--- src/rtl/uart_frame_parser_if.sv ---
// Byte-stream bundle around the UART frame parser: the RX FIFO pop side,
// the payload output stream, and the frame status outputs.
interface uart_frame_parser_if;
    logic       rx_empty;
    logic [7:0] rx_data;
    logic       rd_uart;
    logic [7:0] pl_data;
    logic       pl_valid;
    logic       pl_ready;
    logic       pl_last;
    logic       frame_ok;
    logic       frame_err;
    logic [1:0] err_code;
    logic [7:0] frame_len;

    // Parser side: consumes FIFO bytes, produces payload and status.
    modport slave (
        input  rx_empty, rx_data, pl_ready,
        output rd_uart, pl_data, pl_valid, pl_last,
               frame_ok, frame_err, err_code, frame_len
    );

    // Environment side: owns the FIFO and the payload sink.
    modport master (
        output rx_empty, rx_data, pl_ready,
        input  rd_uart, pl_data, pl_valid, pl_last,
               frame_ok, frame_err, err_code, frame_len
    );
endinterface

--- src/rtl/uart_frame_parser.sv ---
// UART frame parser: hunts for SOF, collects a length-prefixed payload with
// an XOR checksum into a local buffer, and replays the payload on a
// valid/ready stream only once the checksum has matched.
module uart_frame_parser #(
    parameter logic [7:0] SOF     = 8'hA5,
    parameter int         MAX_LEN = 16,
    parameter int         TIMEOUT = 100000
) (
    input logic               clk,
    input logic               reset,
    uart_frame_parser_if.slave bus
);
    localparam int            AW         = (MAX_LEN > 1) ? $clog2(MAX_LEN) : 1;
    localparam int            TW         = $clog2(TIMEOUT + 1);
    localparam logic [7:0]    MAX_LEN_B  = 8'(MAX_LEN);
    localparam logic [TW-1:0] TMO_LAST   = TW'(TIMEOUT - 1);

    typedef enum logic [2:0] {
        S_IDLE,
        S_LEN,
        S_PAYLOAD,
        S_CSUM,
        S_EMIT
    } state_t;

    state_t        state_q, state_d;
    logic [7:0]    len_q, len_d;
    logic [7:0]    xor_q, xor_d;
    logic [7:0]    wr_idx_q, wr_idx_d;
    logic [7:0]    rd_idx_q, rd_idx_d;
    logic [TW-1:0] tmo_q, tmo_d;
    logic          frame_ok_q, frame_ok_d;
    logic          frame_err_q, frame_err_d;
    logic [1:0]    err_code_q, err_code_d;
    logic [7:0]    frame_len_q, frame_len_d;

    logic          in_frame;
    logic          pop;
    logic          emit;
    logic          wr_en;

    // Payload buffer; only written while collecting, only read while emitting.
    logic [7:0]    mem [MAX_LEN];
    logic [7:0]    rd_data_q;

    assign in_frame  = (state_q == S_LEN) || (state_q == S_PAYLOAD) || (state_q == S_CSUM);
    assign emit      = (state_q == S_EMIT);
    // Popping stops during EMIT so the FIFO holds back the next frame.
    assign pop       = !bus.rx_empty && (in_frame || (state_q == S_IDLE));

    assign bus.rd_uart   = pop;
    assign bus.pl_valid  = emit;
    assign bus.pl_data   = emit ? rd_data_q : 8'h00;
    assign bus.pl_last   = emit && (rd_idx_q == (len_q - 8'd1));
    assign bus.frame_ok  = frame_ok_q;
    assign bus.frame_err = frame_err_q;
    assign bus.err_code  = err_code_q;
    assign bus.frame_len = frame_len_q;

    // Next-state: frame parsing, payload replay and the inter-byte timeout.
    always_comb begin
        state_d     = state_q;
        len_d       = len_q;
        xor_d       = xor_q;
        wr_idx_d    = wr_idx_q;
        rd_idx_d    = rd_idx_q;
        tmo_d       = tmo_q;
        frame_ok_d  = 1'b0;
        frame_err_d = 1'b0;
        err_code_d  = err_code_q;
        frame_len_d = frame_len_q;
        wr_en       = 1'b0;

        case (state_q)
            S_IDLE: begin
                if (pop && (bus.rx_data == SOF)) begin
                    state_d = S_LEN;
                end
            end
            S_LEN: begin
                if (pop) begin
                    if ((bus.rx_data == 8'h00) || (bus.rx_data > MAX_LEN_B)) begin
                        frame_err_d = 1'b1;
                        err_code_d  = 2'd1;
                        state_d     = S_IDLE;
                    end else begin
                        len_d    = bus.rx_data;
                        xor_d    = bus.rx_data;
                        wr_idx_d = 8'h00;
                        state_d  = S_PAYLOAD;
                    end
                end
            end
            S_PAYLOAD: begin
                if (pop) begin
                    wr_en    = 1'b1;
                    xor_d    = xor_q ^ bus.rx_data;
                    wr_idx_d = wr_idx_q + 8'd1;
                    if (wr_idx_q == (len_q - 8'd1)) begin
                        state_d = S_CSUM;
                    end
                end
            end
            S_CSUM: begin
                if (pop) begin
                    if (bus.rx_data == xor_q) begin
                        frame_ok_d  = 1'b1;
                        frame_len_d = len_q;
                        rd_idx_d    = 8'h00;
                        state_d     = S_EMIT;
                    end else begin
                        frame_err_d = 1'b1;
                        err_code_d  = 2'd2;
                        state_d     = S_IDLE;
                    end
                end
            end
            S_EMIT: begin
                if (bus.pl_ready) begin
                    rd_idx_d = rd_idx_q + 8'd1;
                    if (rd_idx_q == (len_q - 8'd1)) begin
                        state_d = S_IDLE;
                    end
                end
            end
            default: begin
                state_d = S_IDLE;
            end
        endcase

        // Timeout only runs between bytes of a frame; any pop restarts it.
        if (!in_frame || pop) begin
            tmo_d = '0;
        end else if (tmo_q == TMO_LAST) begin
            tmo_d       = '0;
            frame_err_d = 1'b1;
            err_code_d  = 2'd3;
            state_d     = S_IDLE;
        end else begin
            tmo_d = tmo_q + 1'b1;
        end
    end

    // State and status registers, cleared by the asynchronous reset.
    always_ff @(posedge clk or negedge reset) begin
        if (!reset) begin
            state_q     <= S_IDLE;
            len_q       <= 8'h00;
            xor_q       <= 8'h00;
            wr_idx_q    <= 8'h00;
            rd_idx_q    <= 8'h00;
            tmo_q       <= '0;
            frame_ok_q  <= 1'b0;
            frame_err_q <= 1'b0;
            err_code_q  <= 2'd0;
            frame_len_q <= 8'h00;
        end else begin
            state_q     <= state_d;
            len_q       <= len_d;
            xor_q       <= xor_d;
            wr_idx_q    <= wr_idx_d;
            rd_idx_q    <= rd_idx_d;
            tmo_q       <= tmo_d;
            frame_ok_q  <= frame_ok_d;
            frame_err_q <= frame_err_d;
            err_code_q  <= err_code_d;
            frame_len_q <= frame_len_d;
        end
    end

    // Buffer write plus registered read addressed by the next read index,
    // so the output byte is ready the cycle the index moves.
    always_ff @(posedge clk) begin
        if (wr_en) begin
            mem[wr_idx_q[AW-1:0]] <= bus.rx_data;
        end
        rd_data_q <= mem[rd_idx_d[AW-1:0]];
    end
endmodule

--- src/flat_wrapper.sv ---
// flat-port wrapper written by rule: the top's interface ports become plain ports
module uart_frame_parser_flat 
#(
    parameter logic [7:0] SOF     = 8'hA5,
    parameter int         MAX_LEN = 16,
    parameter int         TIMEOUT = 100000
)
  (clk, reset, bus_rx_empty, bus_rx_data, bus_pl_ready, bus_rd_uart, bus_pl_data, bus_pl_valid, bus_pl_last, bus_frame_ok, bus_frame_err, bus_err_code, bus_frame_len);
  uart_frame_parser_if bus_i ();
  input logic clk;
  input logic reset;
  input wire logic [$bits(bus_i.rx_empty)-1:0] bus_rx_empty;
  input wire logic [$bits(bus_i.rx_data)-1:0] bus_rx_data;
  input wire logic [$bits(bus_i.pl_ready)-1:0] bus_pl_ready;
  output wire logic [$bits(bus_i.rd_uart)-1:0] bus_rd_uart;
  output wire logic [$bits(bus_i.pl_data)-1:0] bus_pl_data;
  output wire logic [$bits(bus_i.pl_valid)-1:0] bus_pl_valid;
  output wire logic [$bits(bus_i.pl_last)-1:0] bus_pl_last;
  output wire logic [$bits(bus_i.frame_ok)-1:0] bus_frame_ok;
  output wire logic [$bits(bus_i.frame_err)-1:0] bus_frame_err;
  output wire logic [$bits(bus_i.err_code)-1:0] bus_err_code;
  output wire logic [$bits(bus_i.frame_len)-1:0] bus_frame_len;
  assign bus_i.rx_empty = bus_rx_empty;
  assign bus_i.rx_data = bus_rx_data;
  assign bus_i.pl_ready = bus_pl_ready;
  assign bus_rd_uart = bus_i.rd_uart;
  assign bus_pl_data = bus_i.pl_data;
  assign bus_pl_valid = bus_i.pl_valid;
  assign bus_pl_last = bus_i.pl_last;
  assign bus_frame_ok = bus_i.frame_ok;
  assign bus_frame_err = bus_i.frame_err;
  assign bus_err_code = bus_i.err_code;
  assign bus_frame_len = bus_i.frame_len;
  uart_frame_parser #(.SOF(SOF), .MAX_LEN(MAX_LEN), .TIMEOUT(TIMEOUT)) u_core (.clk(clk), .reset(reset), .bus(bus_i));
endmodule
--- config.mk ---
export PLATFORM = sky130hd
export DESIGN_NAME = uart_frame_parser_flat
export DESIGN_NICKNAME = d
export VERILOG_FILES = /design/src/rtl/uart_frame_parser_if.sv /design/src/rtl/uart_frame_parser.sv /design/src/flat_wrapper.sv
export SDC_FILE = /design/constraint.sdc
export NUM_CORES = 1
export LEC_CHECK = 0
export BUFFER_PORTS_ARGS = -buffer_cell sky130_fd_sc_hd__buf_4
export CAP_MARGIN = 20
export CELL_PAD_IN_SITES_DETAIL_PLACEMENT = 0
export CELL_PAD_IN_SITES_GLOBAL_PLACEMENT = 1
export CORE_MARGIN = 8
export CORE_UTILIZATION = 42
export CTS_CLUSTER_SIZE = 20
export DETAILED_ROUTE_END_ITERATION = 10
export PLACE_DENSITY_LB_ADDON = 0.12
export SETUP_SLACK_MARGIN = 0.15
export SYNTH_ARGS = -nofsm -noshare
export SYNTH_HDL_FRONTEND = slang
export SYNTH_SLANG_ARGS = --single-unit
--- constraint.sdc ---
create_clock -name clk -period 3.7 [get_ports clk]
set_input_delay 0.185 -clock clk [delete_from_list [all_inputs] [get_ports clk]]
set_output_delay 0.185 -clock clk [all_outputs]
set_load 0.05 [all_outputs]
# Word-level counts from Yosys, hierarchy flattened
# Memory sizes are Yosys's and may differ from the RTL's. A register that Yosys moved wholly into a read port is not among the register bits.
# Cells that the tools add are included.
# word_totals
regBits,64
inputBits,12
output_inout_bits,23
n_memories,1
ram_bits,128
wordCells,100
# op_classes
reduce_logical,18
eq_ne,15
n_addsub,4
mux,48
bitwise_logic,2
magnitude_cmp,1
# mem_list
name,depth,width,read_ports,rd_clocked_by_memory_dff,write_ports,line_no,source
u_core.mem,16,8,1,1,1,uart_frame_parser.sv:43,logic [7:0] mem [MAX_LEN];
# op_table
op,n
$mux W8,10
$pmux W8 S2,3
$mux W17,2
$mux W3,10
$eq A8 B8 Y1,3
$add A17 B1 Y17 const B,1
$eq A17 B17 Y1 const B,1
$add A8 B1 Y8 const B,2
$pmux W3 S5,1
$mux W2,7
$mux W1,13
$eq A8 B8 Y1 const B,1
$gt A8 B5 Y1 const B,1
$logic_not A8 Y1,1
$reduce_and A4 Y1,2
$sub A8 B1 Y8 const B,1
$xor A8 B8 Y8,1
$eq A3 B2 Y1 const B,2
$ne A2 B1 Y1 const B,3
$ne A2 B2 Y1 const B,3
$reduce_and A3 Y1,2
$logic_or A1 B1 Y1,5
$pmux W2 S2,1
$reduce_bool A2 Y1,2
other kinds (7),10

# Logic depth before layout (Yosys ltp)
# depth
depth_word,10
depth_mapped,12
depth_no_buf,9

# Worst setup path after synthesis
# Ideal clock, no wire load.
# synth_path
path_kind,reg2out
from,reg u_core.len_q[0]
to,out bus_pl_last
t_required_ns,3.515
n_path_buf,1
stages_incl_launch_ff,10
t_arrival_ns,2.237
path_slack_ns,1.278
path_cell_list,dfrtp_1 -> clkbuf_1 -> inv_1 -> ha_1 -> nor3b_1 -> xnor2_1 -> xnor2_1 -> nor3_1 -> nand4_1 -> nor2_1
# synth_via
elab_chain_cells,3
# synth_rtl
element,line_no,source
start: declaration,uart_frame_parser.sv:27,"logic [7:0] len_q, len_d;"
start signal: assignment,uart_frame_parser.sv:159,len_q <= len_d;
$sub A8 B1 Y8,uart_frame_parser.sv:54,assign bus.pl_last = emit && (rd_idx_q == (len_q - 8'd1));
$eq A8 B8 Y1,uart_frame_parser.sv:54,
$logic_and A1 B1 Y1,uart_frame_parser.sv:54,
end: declaration,flat_wrapper.sv:18,output wire logic [$bits(bus_i.pl_last)-1:0] bus_pl_last;
# No other way between the ends.

# Final worst setup path
# layout_path
from,reg u_core.state_q[0]
to,reg u_core.rd_data_q[7] (read register of u_core.mem)
# layout_via
elab_chain_cells,7
elab_cells_between_ends,11
cone_classes,eq/ne: 4; mux: 2; reduce/logical: 5
# layout_rtl
element,line_no,source
start: declaration,uart_frame_parser.sv:26,"state_t state_q, state_d;"
start signal: assignment,uart_frame_parser.sv:158,state_q <= state_d;
$eq A3 B1 Y1 or $eq A3 B2 Y1 (tied branches),uart_frame_parser.sv:46,assign in_frame = (state_q == S_LEN) || (state_q == S_PAYLOAD) || (state_q == S_CSUM);
$logic_or A1 B1 Y1 (2 in a row),uart_frame_parser.sv:46,
$logic_or A1 B1 Y1,uart_frame_parser.sv:49,assign pop = !bus.rx_empty && (in_frame || (state_q == S_IDLE));
$logic_and A1 B1 Y1,uart_frame_parser.sv:49,
$mux W8,uart_frame_parser.sv:105,if (pop) begin
$pmux W8 S2 *,uart_frame_parser.sv:74,case (state_q)
end: declaration,uart_frame_parser.sv:44,logic [7:0] rd_data_q;
# Every way passes the cells marked *; elsewhere a longest branch is shown, timed or not. The select of a mux whose other input is x is not followed.
# A chain may end at the register's enable or synchronous reset.

==> metrics.md <==
| Metric | Value |
|---|---|
| DP Cell Count | 1,318 |
| Cell depth of the worst hold path | 3 |
| Layout cells sized above 1 | 10.3% |
| Final setup viols | 0 |
| Worst clock skew | between 15 and 20 ps |
| Synth Cell Area | 0.0103 sq mm |
| Slew HR | 42.5% |
| DRC errors left | 0 |
| R2R cell count | 9 |
| Routability congestion estimate from global placement | between 0.8 and 0.9 |
| Most common flop cell mapped by yosys | edfxtp_1 |
| WP data arrival | 3300 ps |
| Min-Delay Endpoint | u_core.len_q[1]$_DFFE_PN0P_ |
| Final hold vios | 0 |
| Starting Density | a little over two fifths |
| CTS tree | built |
| Synthesis-stage register bit count | 200 |
| Vias/cell | 5.67 |
| Final antenna-violating net count | 0 |
| GRT Total Usage | around a fifth |
| Syn nets | slightly above 1,000 |
| Max Fanout on Critical Path | 32 |
| Post-DP HPWL | approximately 18 mm |
| Ys Warns | 0 |
| Die area | around 0.03 sq mm |
| Detailed-route wire length | 29.0 mm |
| Final slew viol count | 0 |
| First-pass GRT wire length | around 45 mm |
| Worst setup EP type | flop |
| Core footprint | roughly 0.024 sq mm |
| Number of global-route vias before repair | roughly 7,700 |
| Critical Path Source Type | flop |
| CP Cell Sequence | nor3b_2 -> and2_1 -> nand3_2 -> inv_2 -> o31a_4 -> buf_4 -> nor3_1 -> o21ai_0 -> nand4_1 |
| Vias after detailed routing | 7,656 |
| Sequential share of the synthesized area | 54.4% |
| Syn Inst Count | 1,008 |
| RSZ-0062 raised after global routing | no |
| Post-layout nets | 1,033 |
| Drt wl/cell | approximately 21 um |
| Final critical-path share of the clock period | 81.0% |
| Root Buffer Master | clkbuf_16 |
| Max Cap Violations | 0 |
| Pre-CTS setup slack | roughly 660 ps |
| CTS sink cnt | 200 |
| Status | finished clean |
| Worst hold path class | in2reg |
| Largest net degree at the start of global routing | 66 |
| FP Rows | between 50 and 60 |
| Final worst slack | ~700 ps |
| Layout area overhead | 11.1% |
| Fmax | 334 MHz |
| Crit Reg-Reg Startpoint | u_core.state_q[0]$_DFF_PN0_ |
| Crit path required time | about 4000 ps |
| Hold WS | 138 ps |
| Clock Latency Late Sink | about 450 ps |
| Ports | 35 |
| DR iter-0 viols | just under 700 |
| Area of the multi-input gates | 0.00430 sq mm |
| Leakage power | 0.00443 uW |
| Antenna diode count | 0 |
| Min Tclk post-route | roughly 3000 ps |
| Post-DP Area | 0.0108 sq mm |
| Setup Fix Bufs, Post-CTS | 0 |
| Grt total ovfl | 0 |
| Worst path max stage delay | about 500 ps |
| Async SR Flop Fraction | 32.0% |
| Buffers and inverters on the worst path | 2 |
| Sum Neg Setup Slack | 0 ps |
| PwrDens | approximately 400 mW/mm^2 |
| Worst slew pin tran | ~860 ps |
| CP delay by family, top | simple AND/OR/NAND/NOR gates |
| Critical path class | reg2reg |
| Synth cell types | 56 |
| CTS Buf Count | 17 |
| Peak supply drop | roughly 0.26 mV |
| Hold path start | bus_rx_data[1] |
| Antenna violations before repair | 1 |
| Synth Area per Inst | ~10 sq um |
| Slowest stage cell, crit path | dfrtp_1 |
| R2r endpoint | u_core.rd_data_q[7]$_DFF_P_ |
| Fin cells | around 1,400 |
| Port buffer count | 34 |
| Die width | between 150 and 200 um |
| Fillcell total | between 2,000 and 2,500 |
| Die Y | about 170 um |
| Drt pass-1 iters | 5 |
| H-tree depth | 4 |
| Post-synth EDFFs | approximately 130 |
| Register area | roughly 0.0056 sq mm |
| Clock-pin slew on the worst setup and hold paths | about 90 ps |
| Clock Tree Buf Depth | 2 |
| R2R Setup Slk | between 700 and 800 ps |
| Design Area, Final | roughly 0.011 sq mm |
-- worst max path at each step --
stage                           startpoint                           to  cells after the start
2_1_floorplan  u_core.len_q[0]$_DFFE_PN0P_                  bus_pl_last                      9
3_3_place_gp   u_core.state_q[0]$_DFF_PN0_  u_core.rd_data_q[7]$_DFF_P_                      9
3_5_place_dp   u_core.state_q[0]$_DFF_PN0_  u_core.rd_data_q[7]$_DFF_P_                      9
4_1_cts        u_core.state_q[0]$_DFF_PN0_  u_core.rd_data_q[7]$_DFF_P_                      9
5_1_grt        u_core.state_q[0]$_DFF_PN0_  u_core.rd_data_q[7]$_DFF_P_                      9
6_report       u_core.state_q[0]$_DFF_PN0_  u_core.rd_data_q[7]$_DFF_P_                      9
-- state kept, by name, summed over array words and instances (netlist names) --
signal / count
u_core.bus.err_code: 2
u_core.wr_idx_q: 8
u_core.rd_idx_q: 8
u_core.len_q: 8
u_core.state_q: 3
u_core.bus.frame_err: 1
u_core.mem: 128
u_core.xor_q: 8
u_core.bus.frame_len: 8
u_core.rd_data_q: 8
u_core.bus.frame_ok: 1
u_core.tmo_q: 17
-- per-stage QoR --
stage          power [uW]  util, %
2_1_floorplan        2570        -
3_3_place_gp         2660     44.7
3_5_place_dp         2660     44.7
4_1_cts              4580     47.3
5_1_grt              4680     47.3
6_report             4550     47.3
-- worst reg2reg max path: cells and delay by family, from the launching register on --
kind / cells / cell delay, ps
flops: 1 / 500
compound gates: 2 / 660
simple gates: 5 / 1050
buf+inv: 2 / 650
-- timing repair --
item                                   CTS  global route
hold buffers                             1             0
gates resized for setup                  0             0
endpoints found under the hold margin   64             0
-- routing by layer --
layer,vias to the layer above,GRT usage [%],routed length (um)
li1,3658,-,-
met1,3753,25.5,13000
met2,203,31.6,13800
met3,42,3.14,1270
met4,0,8.12,871
met5,-,0,0
-- synth_stat cells, drive strengths merged, types with 26 or more instances --
cell	count	area, sq um
nor3	72	365
buf	27	184
edfxtp	128	3840
nor2	178	671
a21oi	75	379
clkbuf	41	156
nand2	49	184
and2	26	163
mux2i	64	641
xor2	39	342
dfrtp	64	1600
o22ai	64	400
o21ai	41	205
-- power breakdown --
| group | switching, uW | internal [uW] |
|---|---|---|
| sequential | 16.0 | 2390 |
| combinational | 140 | 69.0 |
| clock | 948 | 987 |
-- cells by family after synthesis --
logic type / synth area share, %
buffers and inverters: 3.80
adder cells (fa/ha/maj): 0.851
flip-flops: 54.4
AO/OA/AOI/OAI: 11.2
AND/OR/NAND/NOR: 18.0
XOR/XNOR: 5.19
multiplexers: 6.55
-- cells in the final DEF (no fill, tap or decap), drive strengths merged, types with 3 or more instances in the layout --
| cell | count |
|---|---|
| xor2 | 39 |
| mux2 | 3 |
| and2 | 26 |
| dfrtp | 64 |
| ha | 7 |
| o21ai | 41 |
| a31oi | 4 |
| and4 | 4 |
| o22ai | 64 |
| dfxtp | 8 |
| nand4 | 19 |
| nor4 | 5 |
| xnor2 | 22 |
| nor3 | 72 |
| a21oi | 75 |
| edfxtp | 128 |
| inv | 23 |
| clkbuf | 19 |
| nand2b | 4 |
| nor2 | 178 |
| and3 | 9 |
| a311oi | 5 |
| nand3 | 17 |
| nand2 | 49 |
| clkinv | 3 |
| mux2i | 64 |
| buf | 54 |
-- area by class of cell --
class | count | area share (%)
clock buffer | 19 | 4.16
clock inverter | 13 | 1.19
inverter | 13 | 0.448
multi-input combinational | 727 | 37.6
sequential | 200 | 49.0
tap | 324 | 3.54
timing repair buffer | 55 | 4.07
Power figures use the tool's default switching activity.
